## config.mk

```make
export PLATFORM = sky130hd
export DESIGN_NAME = pin_channel_ctrl_flat
export DESIGN_NICKNAME = d
export VERILOG_FILES = /design/src/rtl/pin_channel_ctrl_if.sv /design/src/rtl/pin_channel_ctrl.sv /design/src/flat_wrapper.sv
export SDC_FILE = /design/constraint.sdc
export NUM_CORES = 1
export LEC_CHECK = 0
export CAP_MARGIN = 20
export CELL_PAD_IN_SITES_DETAIL_PLACEMENT = 2
export CELL_PAD_IN_SITES_GLOBAL_PLACEMENT = 2
export CORE_MARGIN = 5
export CORE_UTILIZATION = 37
export CTS_CLUSTER_SIZE = 16
export DETAILED_ROUTE_END_ITERATION = 10
export PLACE_DENSITY_LB_ADDON = 0.1
export SLEW_MARGIN = 10
export SYNTH_ARGS = -nofsm -noshare
export SYNTH_HDL_FRONTEND = slang
export SYNTH_SLANG_ARGS = --single-unit
```

## constraint.sdc

```tcl
create_clock -name clk -period 5.45 [get_ports clk]
set_input_delay 1.635 -clock clk [delete_from_list [all_inputs] [get_ports clk]]
set_output_delay 1.635 -clock clk [all_outputs]
set_load 0.02 [all_outputs]
```

## src/rtl/pin_channel_ctrl_if.sv

```systemverilog
// Register bus for pin_channel_ctrl: address, write strobe, write data and registered read data.
interface pin_channel_ctrl_if #(
    parameter int ADDR_W = 21,
    parameter int DATA_W = 16
);
    logic [ADDR_W-1:0] addr;
    logic              wr_en;
    logic [DATA_W-1:0] data_in;
    logic [DATA_W-1:0] data_out;

    modport master (output addr, output wr_en, output data_in, input data_out);
    modport slave  (input addr, input wr_en, input data_in, output data_out);
endinterface

```

## src/rtl/pin_channel_ctrl.sv

```systemverilog
// One pin channel: register-mapped PWM / constant / sampling pin driver with IDLE-HIGH-LOW run FSM.
// Optional macro PINCTRL_SAMPLE_EN enables mode 3 (pin sampling into SAMPLE); without it mode 3 acts as OFF.
module pin_channel_ctrl #(
    parameter int POSITION = 1,
    parameter int ADDR_W   = 21,
    parameter int DATA_W   = 16,
    parameter int CNT_W    = 16
) (
    input  logic                 clk,
    input  logic                 reset,
    pin_channel_ctrl_if.slave    bus,
    input  logic                 pin_in,
    output logic                 pin_output,
    output logic                 pin_oe,
    output logic                 busy,
    output logic                 done
);
    typedef enum logic [1:0] {IDLE = 2'd0, HIGH = 2'd1, LOW = 2'd2} state_e;

    localparam logic [1:0] M_PWM = 2'd1, M_CONST = 2'd2, M_SAMPLE = 2'd3;
    localparam logic [ADDR_W-1:0] A_GCMD   = '0;
    localparam logic [ADDR_W-1:0] A_DUTY   = ADDR_W'(POSITION);
    localparam logic [ADDR_W-1:0] A_ANTI   = ADDR_W'(POSITION + 1);
    localparam logic [ADDR_W-1:0] A_CYCLES = ADDR_W'(POSITION + 2);
    localparam logic [ADDR_W-1:0] A_MODE   = ADDR_W'(POSITION + 3);
    localparam logic [ADDR_W-1:0] A_LCMD   = ADDR_W'(POSITION + 4);
    localparam logic [ADDR_W-1:0] A_SAMPLE = ADDR_W'(POSITION + 5);

    state_e             state_q, state_d;
    logic [CNT_W-1:0]   duty_q, duty_d, anti_q, anti_d, cycles_q, cycles_d;
    logic [3:0]         mode_q, mode_d;
    logic [CNT_W-1:0]   duty_cnt_q, duty_cnt_d, anti_cnt_q, anti_cnt_d, cyc_cnt_q, cyc_cnt_d;
    logic               run_inf_q, run_inf_d;
    logic               done_q, done_d;
    logic [DATA_W-1:0]  data_out_q, data_out_d;
    logic               sample_tick, period_end, cmd_hit, start, stop, mode_run;

`ifdef PINCTRL_SAMPLE_EN
    localparam bit SAMPLE_EN = 1'b1;
    logic [DATA_W-1:0] sample_q, sample_d;

    // Capture happens on the last HIGH cycle of each period.
    always_comb begin
        sample_d = sample_q;
        if (sample_tick && mode_q[1:0] == M_SAMPLE)
            sample_d = {sample_q[DATA_W-2:0], pin_in};
    end

    always_ff @(posedge clk) begin
        if (reset) sample_q <= '0;
        else       sample_q <= sample_d;
    end
`else
    localparam bit SAMPLE_EN = 1'b0;
    logic [DATA_W-1:0] sample_q;
    logic              unused_sample;
    assign sample_q      = '0;
    assign unused_sample = ^{pin_in, sample_tick};
`endif

    assign cmd_hit  = bus.wr_en && (bus.addr == A_GCMD || bus.addr == A_LCMD);
    assign stop     = cmd_hit && bus.data_in == DATA_W'(2);
    assign start    = cmd_hit && bus.data_in == DATA_W'(1) && !stop;
    assign mode_run = (mode_q[1:0] == M_PWM) || (SAMPLE_EN && mode_q[1:0] == M_SAMPLE);

    always_comb begin
        state_d     = state_q;
        duty_d      = duty_q;
        anti_d      = anti_q;
        cycles_d    = cycles_q;
        mode_d      = mode_q;
        duty_cnt_d  = duty_cnt_q;
        anti_cnt_d  = anti_cnt_q;
        cyc_cnt_d   = cyc_cnt_q;
        run_inf_d   = run_inf_q;
        done_d      = 1'b0;
        sample_tick = 1'b0;
        period_end  = 1'b0;

        if (bus.wr_en && bus.addr == A_DUTY)   duty_d   = bus.data_in[CNT_W-1:0];
        if (bus.wr_en && bus.addr == A_ANTI)   anti_d   = bus.data_in[CNT_W-1:0];
        if (bus.wr_en && bus.addr == A_CYCLES) cycles_d = bus.data_in[CNT_W-1:0];
        if (bus.wr_en && bus.addr == A_MODE)   mode_d   = bus.data_in[3:0];

        case (state_q)
            IDLE: if (start && mode_run) begin
                if ((cycles_q == '0 && !mode_q[3]) || (duty_q == '0 && anti_q == '0)) begin
                    done_d = 1'b1;
                end else begin
                    duty_cnt_d = duty_q;
                    anti_cnt_d = anti_q;
                    cyc_cnt_d  = cycles_q;
                    run_inf_d  = mode_q[3];
                    state_d    = (duty_q != '0) ? HIGH : LOW;
                end
            end
            HIGH: if (duty_cnt_q <= CNT_W'(1)) begin
                duty_cnt_d  = '0;
                sample_tick = 1'b1;
                if (anti_cnt_q != '0) state_d = LOW;
                else                  period_end = 1'b1;
            end else begin
                duty_cnt_d = duty_cnt_q - CNT_W'(1);
            end
            LOW: if (anti_cnt_q <= CNT_W'(1)) begin
                anti_cnt_d = '0;
                period_end = 1'b1;
            end else begin
                anti_cnt_d = anti_cnt_q - CNT_W'(1);
            end
            default: state_d = IDLE;
        endcase

        // Period reload is the only point where mid-run DUTY/ANTI writes take effect.
        if (period_end) begin
            if (!run_inf_q && cyc_cnt_q <= CNT_W'(1)) begin
                cyc_cnt_d = '0;
                state_d   = IDLE;
                done_d    = 1'b1;
            end else begin
                if (!run_inf_q) cyc_cnt_d = cyc_cnt_q - CNT_W'(1);
                duty_cnt_d = duty_q;
                anti_cnt_d = anti_q;
                if (duty_q != '0)      state_d = HIGH;
                else if (anti_q != '0) state_d = LOW;
                else begin
                    state_d = IDLE;
                    done_d  = 1'b1;
                end
            end
        end

        if (stop && state_q != IDLE) begin
            state_d    = IDLE;
            duty_cnt_d = '0;
            anti_cnt_d = '0;
            cyc_cnt_d  = '0;
            done_d     = 1'b1;
        end
    end

    always_comb begin
        data_out_d = '0;
        if      (bus.addr == A_DUTY)   data_out_d = DATA_W'(duty_q);
        else if (bus.addr == A_ANTI)   data_out_d = DATA_W'(anti_q);
        else if (bus.addr == A_CYCLES) data_out_d = DATA_W'(cycles_q);
        else if (bus.addr == A_MODE)   data_out_d = DATA_W'(mode_q);
        else if (bus.addr == A_SAMPLE) data_out_d = sample_q;
    end

    always_ff @(posedge clk) begin
        if (reset) begin
            state_q    <= IDLE;
            duty_q     <= '0;
            anti_q     <= '0;
            cycles_q   <= '0;
            mode_q     <= '0;
            duty_cnt_q <= '0;
            anti_cnt_q <= '0;
            cyc_cnt_q  <= '0;
            run_inf_q  <= 1'b0;
            done_q     <= 1'b0;
            data_out_q <= '0;
        end else begin
            state_q    <= state_d;
            duty_q     <= duty_d;
            anti_q     <= anti_d;
            cycles_q   <= cycles_d;
            mode_q     <= mode_d;
            duty_cnt_q <= duty_cnt_d;
            anti_cnt_q <= anti_cnt_d;
            cyc_cnt_q  <= cyc_cnt_d;
            run_inf_q  <= run_inf_d;
            done_q     <= done_d;
            data_out_q <= data_out_d;
        end
    end

    assign bus.data_out = data_out_q;
    assign busy         = state_q != IDLE;
    assign done         = done_q;
    assign pin_oe       = (mode_q[1:0] == M_PWM) || (mode_q[1:0] == M_CONST);
    assign pin_output   = (mode_q[1:0] == M_PWM && state_q == HIGH) ||
                          (mode_q[1:0] == M_CONST && mode_q[2]);
endmodule
```

## src/flat_wrapper.sv

```systemverilog
// flat-port wrapper written by rule: the top's interface ports become plain ports
module pin_channel_ctrl_flat 
#(
    parameter int POSITION = 1,
    parameter int ADDR_W   = 21,
    parameter int DATA_W   = 16,
    parameter int CNT_W    = 16
)
  (clk, reset, pin_in, pin_output, pin_oe, busy, done, bus_addr, bus_wr_en, bus_data_in, bus_data_out);
  pin_channel_ctrl_if #(.ADDR_W(ADDR_W), .DATA_W(DATA_W)) bus_i ();
  input  logic clk;
  input  logic reset;
  input  logic pin_in;
  output logic pin_output;
  output logic pin_oe;
  output logic busy;
  output logic done;
  input wire logic [$bits(bus_i.addr)-1:0] bus_addr;
  input wire logic [$bits(bus_i.wr_en)-1:0] bus_wr_en;
  input wire logic [$bits(bus_i.data_in)-1:0] bus_data_in;
  output wire logic [$bits(bus_i.data_out)-1:0] bus_data_out;
  assign bus_i.addr = bus_addr;
  assign bus_i.wr_en = bus_wr_en;
  assign bus_i.data_in = bus_data_in;
  assign bus_data_out = bus_i.data_out;
  pin_channel_ctrl #(.POSITION(POSITION), .ADDR_W(ADDR_W), .DATA_W(DATA_W), .CNT_W(CNT_W)) u_core (.clk(clk), .reset(reset), .bus(bus_i), .pin_in(pin_in), .pin_output(pin_output), .pin_oe(pin_oe), .busy(busy), .done(done));
endmodule
```

==> results of run 1 <==
## logic make-up (layout without fill, tap and decap cells)
| kind of cell | after synthesis | after routing | synth area share (%) |
|---|---|---|---|
| buffers and inverters | 59 | 128 | 3.84 |
| AO/OA/AOI/OAI | 199 | 199 | 20.3 |
| multiplexers | 55 | 55 | 9.63 |
| AND/OR/NAND/NOR | 306 | 306 | 23.7 |
| flip-flops | 120 | 120 | 38.8 |
| XOR/XNOR | 9 | 9 | 1.27 |
| adder cells (fa/ha/maj) | 12 | 12 | 2.43 |
## worst paths after layout
check                            start                     to  slack, ps  depth (start not counted)
setup reg to reg  u_core.duty_cnt_q[6]   u_core.cyc_cnt_q[12]       2080                          7
hold / removal    u_core.cyc_cnt_q[12]   u_core.cyc_cnt_q[12]        480                          2
setup / recovery        bus_data_in[7]  u_core.anti_cnt_q[14]        980                          9
hold reg to reg   u_core.cyc_cnt_q[12]   u_core.cyc_cnt_q[12]        480                          2
## state kept, by name (all words and copies together), names as in the netlist
register,flops
u_core.state_q,2
u_core.cyc_cnt_q,16
u_core.mode_q,4
u_core.anti_q,16
u_core.done,1
u_core.anti_cnt_q,16
u_core.duty_q,16
u_core.run_inf_q,1
u_core.duty_cnt_q,16
u_core.bus.data_out,16
u_core.cycles_q,16
## worst register-to-register path, stage by stage (launching register included)
cell and delay, ps:
dfxtp_1 340, nor3_1 440, nand3_1 380, o31ai_1 650, nand3_1 450, nor2_1 640
a32oi_1 230, a21oi_1 170
## area by class of cell
type	instances	area, um^2	area share (%)
multi-input cells	581	3550	46.7
flip-flops and latches	120	2400	31.6
repair buffers	76	711	9.35
clock buffers	20	467	6.14
well taps	220	275	3.62
clock inverters	12	125	1.65
inverters	20	75.1	0.987
## routing by layer
layer / up-vias / GRT usage [%] / part of all wire (%)
li1: 2882 / - / -
met1: 3185 / 31.9 / 44
met2: 111 / 44.4 / 51
met3: 41 / 4.19 / 3.2
met4: 0 / 8.44 / 2.1
met5: - / 0 / 0
## cell usage in the layout, fill, tap and decap left out, drive strengths merged, types with 7 or more instances in the layout
master           n
buf             17
a31oi           12
o21ai           40
ha              12
nand4            9
a21o             7
nand2           70
nor4            29
clkbuf          21
a22oi           19
mux2            21
nor3            24
nor2           105
clkinv           7
nand3           28
a21oi           73
inv             20
clkdlybuf4s50   58
xor2             7
nand2b           9
nor3b            7
dfxtp          120
mux2i           34
a22o            12
## power by group
group          total, mW  switching [mW]  internal (mW)
registers          0.877     0.000000211          0.877
logic             0.0732          0.0406         0.0326
clock network       1.14           0.432          0.705
==> results.cfg, run 1 <==
[status]
run_status = complete, no violations

[global_route]
via_count_of_the_first_global_routing_pass = 6890
grt_remaining_overflow = 0
grt_pass1_wl_mm = 39.2
gr-usage-all-layers_pct = 25.4
maximum_number_of_pins_on_one_net_before_global_route_repair = 71
antenna_found_initial = 0

[logic_synthesis]
post_synth_main_area_contributors = dfxtp_1 39%, nor2_1 6.4%, a21oi_1 5.7%, mux2i_1 5.5%, nand2_1 4.2%
syn_area_mm2 = 0.00618
post_synth_most_frequent_cells = 120 x dfxtp_1, 105 x nor2_1, 71 x a21oi_1
syn-num-nets = 813
synthArstFlopShare_pct = 0
yosys.cell_count.top_type = dfxtp_1
synth_largest_type_area_fraction_pct = 38.8
ys_ff_latch = 120
yosysSeqAreaShare_pct = 38.8
netlist-cell-type-count = 62
synth_enable_flop_cells = 0
yosys_most_used_dff = dfxtp_1
postSynthCellCount = 760
synth_top_area_cell = dfxtp_1
yosysWarningCount = 0
postSynthAreaPerCell_um2 = 8.14

[sta]
setup_violations = 0
hold-worst-slack_ps = 484
fin_crit_sh_pct = 82.0
post-route-min-period_ps = 4470
final.setup.tns_ps = 0
setup_repair_after_global_routing_missed_its_margin = false
postLayoutSetupSlackWorst_ps = 981
pins_over_their_slew_limit = 0
timing_worst_slew_pin_value_ps = 922
slew-limit-headroom_pct = 37.9
clock_tree_skew_after_final_layout_ps = 11.1
maxClockFrequency_mhz = 224
report.final.hold_viol_count = 0

[floorplan]
design.die.area_mm2 = 0.0194
core-area_mm2 = 0.0165
std_cell_rows = 47
die_height_um = 139
die_width_um = 139
top_level_ports = 61
initial_core_util_pct = 37.6

[worst_setup_path]
kind_of_end_point_of_the_critical_path = register
timing.critical_path.arrival_ps = 4770
worst-setup-path-type = in -> reg
timing.critical_path.buf_inv = 2
critical_path_cell_by_cell = clkdlybuf4s50_1 > or4_1 > nor2_1 > and4_1 > or4b_1 > buf_4 > and2_1 > o21ai_0 > a21oi_1
critical-path-slowest-cell = or4_1
worst-path-max-fanout = 23
cell_family_with_most_cp_delay = simple AND/OR/NAND/NOR gates
critPathMaxStageDelay_ps = 580
worst-endpoint-required_ps = 5750
start_kind = primary input

[clock_network]
clk_pin_slew_ps = 60
post_cts_resized = 0
tritoncts = yes
post-cts-setup-buffers = 0
hold_buffers = 0
clockBufferDepth = 2
tritoncts.num_buffers = 17
cts_max_level = 4
clkLatencyLatePin_ps = 430
root_buffer = clkbuf_16
tritoncts_num_sinks = 120

[detailed_routing]
drt_first_pass_iters = 5
dr_total_vias = 6219
drtAntennaViolNets = 0
vias_per_cell = 5.93
drt-initial-drc-count = 348
drc_violations_left = 0
finalWirelength_mm = 24.7
route.detailed.wl_per_inst_um = 23.6

[power]
vdd_drop_max_uv = 218
total_power_per_unit_cell_area_mw_per_mm2 = 275
power.leakage_nw = 2.92
design_power_total_mw = 2.09

[cells_and_area]
postLayoutCoreUtil_pct = 46.2
layout.cells.non_filler = 1049
final_net_count = 869
drive_gt1_share_pct = 9.65
layout-area-overhead-vs-synth_pct = 23.0
final.fill_count = 1827
finish.instance_area_mm2 = 0.00760
insertedDiodeCount = 0

[place]
dp_hpwl_mm = 17.8
dpl.cell_count = 1016
gp_congestion = 0.823
placement.io_buffers = 59
detailedPlace.worstSlack_ps = 601
post_dp_cell_area_mm2 = 0.00701

[job]
maxCapViolCount = 0

[min_path]
worstHoldPathType = reg -> reg
No activity file was read; power rests on OpenSTA's default activity.
==> inputs of run 2 (changes only) <==
--- a/config.mk
+++ b/config.mk
@@ -9,7 +9,7 @@
 export CELL_PAD_IN_SITES_DETAIL_PLACEMENT = 2
 export CELL_PAD_IN_SITES_GLOBAL_PLACEMENT = 2
 export CORE_MARGIN = 5
-export CORE_UTILIZATION = 37
+export CORE_UTILIZATION = 31
 export CTS_CLUSTER_SIZE = 16
 export DETAILED_ROUTE_END_ITERATION = 10
 export PLACE_DENSITY_LB_ADDON = 0.1
==> constraint.sdc (replaced) <==
create_clock -name clk -period 3.6 [get_ports clk]
set_input_delay 1.08 -clock clk [delete_from_list [all_inputs] [get_ports clk]]
set_output_delay 1.08 -clock clk [all_outputs]
set_load 0.02 [all_outputs]
==> results.cfg, run 2 (same netlist as run 1, synthesis figures left out) <==
[status]
run_status = complete, no violations

[cells_and_area]
final-seq-area_mm2 = 0.00240
multi_input_comb_area_mm2 = 0.00357
postLayoutCoreUtil_pct = 41.0
drive_gt1_share_pct = 13.9
final.fill_count = 2227
layout.cells.most_common_list = 120 x dfxtp_1, 104 x nor2_1, 71 x a21oi_1
insertedDiodeCount = 0
mostFrequentLayoutCell = dfxtp_1
layout-area-overhead-vs-synth_pct = 29.4
final_net_count = 902

[detailed_routing]
vias_per_cell = 5.51
drt_first_pass_iters = 5
drtAntennaViolNets = 0
finalWirelength_mm = 24.8
drt-initial-drc-count = 236
route.detailed.wl_per_inst_um = 22.0
dr_total_vias = 6212
drc_violations_left = 0

[sta]
pins_over_their_slew_limit = 0
slew-limit-headroom_pct = 44.2
timing_worst_slew_pin_value_ps = 829
setup_violations = 0
post-route-min-period_ps = 3590
fin_crit_sh_pct = 99.8
maxClockFrequency_mhz = 278
hold-worst-slack_ps = 479
setup_repair_after_global_routing_missed_its_margin = false
report.final.hold_viol_count = 0
clock_tree_skew_after_final_layout_ps = 14.8

[worst_setup_path]
setup.worst_path.start = bus_data_in[7]
kind_of_end_point_of_the_critical_path = register
start_kind = primary input
critPathMaxStageDelay_ps = 590
critical_path_cell_by_cell = clkdlybuf4s50_1 > or4_1 > nor2_4 > buf_4 > and4_4 > or4b_4 > buf_4 > buf_4 > a21oi_1 > o22ai_1 > a22o_1
timing.critical_path.arrival_ps = 3900
cell_family_with_most_cp_delay = simple AND/OR/NAND/NOR gates
worst-endpoint-required_ps = 3910
critPathMostFrequentCell = buf_4
worst-setup-path-type = in -> reg
timing.critical_path.buf_inv = 4
worst-path-max-fanout = 8
critical-path-slowest-cell = or4_1
r2r_start = u_core.duty_cnt_q[6]

[clock_network]
clkLatencyLatePin_ps = 420
hold_buffers = 0
tritoncts.num_buffers = 17
cts_max_level = 4
clockBufferDepth = 2
post-cts-setup-buffers = 0
clk_pin_slew_ps = 60
tritoncts_num_sinks = 120
tritoncts = yes
root_buffer = clkbuf_16

[global_route]
gr-usage-all-layers_pct = 22.2
antenna_found_initial = 0
via_count_of_the_first_global_routing_pass = 6716
grt_pass1_wl_mm = 38.8
grt_remaining_overflow = 0
maximum_number_of_pins_on_one_net_before_global_route_repair = 71

[place]
gp_congestion = 0.841
dp_hpwl_mm = 18.8
placement.io_buffers = 59

[floorplan]
core-area_mm2 = 0.0195
initial_core_util_pct = 31.7
die_width_um = 151
design.die.area_mm2 = 0.0229
die_height_um = 151
top_level_ports = 61
std_cell_rows = 51

[power]
power.share.sequential_pct = 40.5
power.leakage_nw = 3.11
power.combinational.fraction_pct = 4.0
switchingPower_mw = 0.780
total_power_per_unit_cell_area_mw_per_mm2 = 410
swShare_pct = 23.8
power.clock.fraction_pct = 55.5
vdd_drop_max_uv = 269
cell_internal_pwr_mw = 2.50

[min_path]
worst_hold_start = u_core.anti_cnt_q[12]
worstHoldPathType = reg -> reg

[job]
maxCapViolCount = 0
-- run 2: changes by cell type in the layout (fill, tap and decap cells not counted), moves of 3 or more --
cell,delta
buf_12,+3
buf_4,+30
clkbuf_8,-3
inv_6,+3
clkinv_4,+3
clkinv_2,-3
clkinvlp_4,-3
-- run 2: final timing paths --
| path | to | slack [ps] | cells past startpoint |
|---|---|---|---|
| hold / removal | u_core.anti_cnt_q[12] | 480 | 2 |
| setup / recovery | u_core.duty_cnt_q[5] | 7 | 11 |
| hold reg to reg | u_core.anti_cnt_q[12] | 480 | 2 |
| setup reg to reg | u_core.anti_cnt_q[8] | 610 | 7 |
-- run 2: layout make-up --
cell class                      count  share of cell area, %
Clock buffer                       17                   5.32
Clock inverter                     15                   2.41
Inverter                           20                  0.938
Multi-Input combinational cell    581                   44.6
Sequential cell                   120                   30.0
Tap cell                          265                   4.14
Timing Repair Buffer              109                   12.5
-- run 2: power groups by stage --
stage                     clock (mW)  sequential [mW]  combinational, mW
after global placement             0             1.36              0.127
final                           1.82             1.33              0.131
after detailed placement           0             1.36              0.130
after floorplan                    0             1.36             0.0356
after global routing            1.90             1.33              0.139
after CTS                       1.85             1.33              0.131
-- run 2: per-layer routing --
metal	GRT usage (%)	vias up	share of wire [%]
li1	-	2948	-
met1	28.7	3148	46
met2	38.6	104	50
met3	4.07	12	3.1
met4	4.53	0	0.96
met5	0	-	0
-- run 2: worst register-to-register path, stage by stage (launching register included) --
cell and delay, ps:
dfxtp_1 340, nor3_1 410, nand3_1 270, o31ai_1 700, nand3_1 470, nand2_1 390, nand2_1 150, a31oi_1 180
-- run 2: timing repair --
| item | 4_1_cts | 5_1_grt |
|---|---|---|
| pin swaps | 0 | 1 |
| endpoints found under the setup margin | 31 | 32 |
| gates cloned | 0 | 0 |
| gates resized for setup | 6 | 7 |
-- run 2: through the flow --
stage                     area [um^2]  setup TNS, ps  power (mW)  setup slack, ps  std cells
after floorplan                  6180              0        1.39              283        760
after global placement           7360         -20640        1.48             -516       1095
after detailed placement         7360         -21770        1.49             -566       1095
after CTS                        7980          -6.70        3.31            -6.70       1127
after global routing             8000              0        3.37             3.80       1127
final                            8000              0        3.28             7.47       1127
==> inputs of run 3 (changes only) <==
--- a/config.mk
+++ b/config.mk
@@ -12,6 +12,7 @@
 export CORE_UTILIZATION = 31
 export CTS_CLUSTER_SIZE = 16
 export DETAILED_ROUTE_END_ITERATION = 10
+export MAX_ROUTING_LAYER = met4
 export PLACE_DENSITY_LB_ADDON = 0.1
 export SLEW_MARGIN = 10
 export SYNTH_ARGS = -nofsm -noshare
==> constraint.sdc (replaced) <==
create_clock -name clk -period 3.1 [get_ports clk]
set_input_delay 0.93 -clock clk [delete_from_list [all_inputs] [get_ports clk]]
set_output_delay 0.93 -clock clk [all_outputs]
set_load 0.02 [all_outputs]
==> results.cfg, run 3 (same netlist as run 1, synthesis figures left out) <==
[status]
run_status = finished, violations left
failed_checks = setup timing

[cells_and_area]
layout.cells.most_common_list = 120 x dfxtp_1, 104 x nor2_1, 79 x buf_4
layout.cells.non_filler = 1171
layout-area-overhead-vs-synth_pct = 40.0
drive_gt1_share_pct = 22.7
final_net_count = 947
mostFrequentLayoutCell = dfxtp_1
insertedDiodeCount = 0

[worst_setup_path]
critical_path_cell_by_cell = dlygate4sd2_1 > nor4_2 > buf_4 > nor2b_4 > and4_4 > or4b_4 > buf_8 > a21oi_4 > buf_12 > clkbuf_16 > nand2_1 > o21ai_0
worst-setup-path-type = in -> reg
worst-path-max-fanout = 6
kind_of_end_point_of_the_critical_path = register
start_kind = primary input
critical-path-slowest-cell = or4b_4
timing.critical_path.arrival_ps = 3460
critPathMaxStageDelay_ps = 550
worst-endpoint-required_ps = 3440

[clock_network]
tritoncts = yes
tritoncts.num_buffers = 17
tritoncts_num_sinks = 120
hold_buffers = 0
root_buffer = clkbuf_16
clkLatencyLatePin_ps = 420
clockBufferDepth = 2
cts_max_level = 4
clk_pin_slew_ps = 60

[global_route]
gr-usage-all-layers_pct = 25.1
antenna_found_initial = 0
grt_pass1_wl_mm = 42.0
grt_remaining_overflow = 0
via_count_of_the_first_global_routing_pass = 7081
maximum_number_of_pins_on_one_net_before_global_route_repair = 71

[place]
gp_congestion = 0.887
placement.io_buffers = 59
dpl.cell_count = 1124
dp_hpwl_mm = 19.8
detailedPlace.worstSlack_ps = -791

[detailed_routing]
drtAntennaViolNets = 0
drt_first_pass_iters = 5
vias_per_cell = 5.63
route.detailed.wl_per_inst_um = 23.8
dr_total_vias = 6590
drt-initial-drc-count = 276
finalWirelength_mm = 27.8
drc_violations_left = 0

[power]
total_power_per_unit_cell_area_mw_per_mm2 = 447
power.leakage_nw = 3.51
vdd_drop_max_uv = 331

[sta]
slew-limit-headroom_pct = 21.5
hold-worst-slack_ps = 495
post-route-min-period_ps = 3120
report.final.hold_viol_count = 0
pins_over_their_slew_limit = 0
setup_violations = 7
timing_worst_slew_pin_value_ps = 1170
setup_repair_after_global_routing_missed_its_margin = true
clock_tree_skew_after_final_layout_ps = 9.48
maxClockFrequency_mhz = 321
fin_crit_sh_pct = 101
postLayoutSetupSlackWorst_ps = -15.7

[min_path]
worstHoldPathType = reg -> reg

[floorplan]
initial_core_util_pct = 31.7
die_height_um = 151
std_cell_rows = 51
design.die.area_mm2 = 0.0229
core-area_mm2 = 0.0195
top_level_ports = 61
die_width_um = 151

[job]
maxCapViolCount = 0
-- run 3: worst paths after layout --
path | start | to | slack [ps] | cells after the start
max | bus_addr[7] | u_core.anti_cnt_q[0] | -20 | 12
min | u_core.cyc_cnt_q[12] | u_core.cyc_cnt_q[12] | 500 | 2
max reg2reg | u_core.duty_cnt_q[6] | u_core.cyc_cnt_q[9] | 350 | 9
min reg2reg | u_core.cyc_cnt_q[12] | u_core.cyc_cnt_q[12] | 500 | 2
-- run 3: metal layers --
layer	share of wire (%)	track usage (%)	vias to the layer above
li1	-	-	3041
met4	2.0	5.85	0
met3	2.8	4.10	31
met1	44	30.7	3377
met2	51	43.2	141
met5	0	-	-
-- run 3: repair_timing --
| action | in CTS | in global routing |
|---|---|---|
| gates cloned | 3 | 3 |
| pin swaps | 15 | 16 |
| setup endpoints to repair | 50 | 50 |
| buffers inserted | 5 | 6 |
| gates resized for setup | 72 | 48 |
-- run 3: metrics by stage --
step / power (mW) / area, um^2 / util (%) / TNS [ps]
final: 3.87 / 8660 / 44.3 / -62.0
after global routing: 3.98 / 8660 / 44.3 / -3440
after CTS: 3.90 / 8430 / 43.2 / 0
after detailed placement: 1.73 / 7590 / 38.9 / -40920
after global placement: 1.72 / 7590 / 38.9 / -33190
after floorplan: 1.62 / 6200 / - / 0
-- run 3: final cells by class --
class	count	area, um^2
Fill cell	2154	10900
Multi-Input combinational cell	582	3770
Sequential cell	120	2400
Timing Repair Buffer	153	1450
Clock buffer	20	467
Tap cell	265	332
Clock inverter	11	170
Inverter	20	75.1
-- run 3: report_power, final --
group | internal [mW] | switching (mW) | leakage (nW)
clock | 1.41 | 0.772 | 0.305
combinational | 0.0666 | 0.0820 | 2.24
sequential | 1.54 | 0.000000320 | 0.966
-- run 3: worst max-delay path: cells and delay by family --
kind | cells | cell delay (ps)
AOI/OAI and AO/OA | 2 | 240
buffers and inverters | 5 | 880
and+or+nand+nor | 5 | 1390
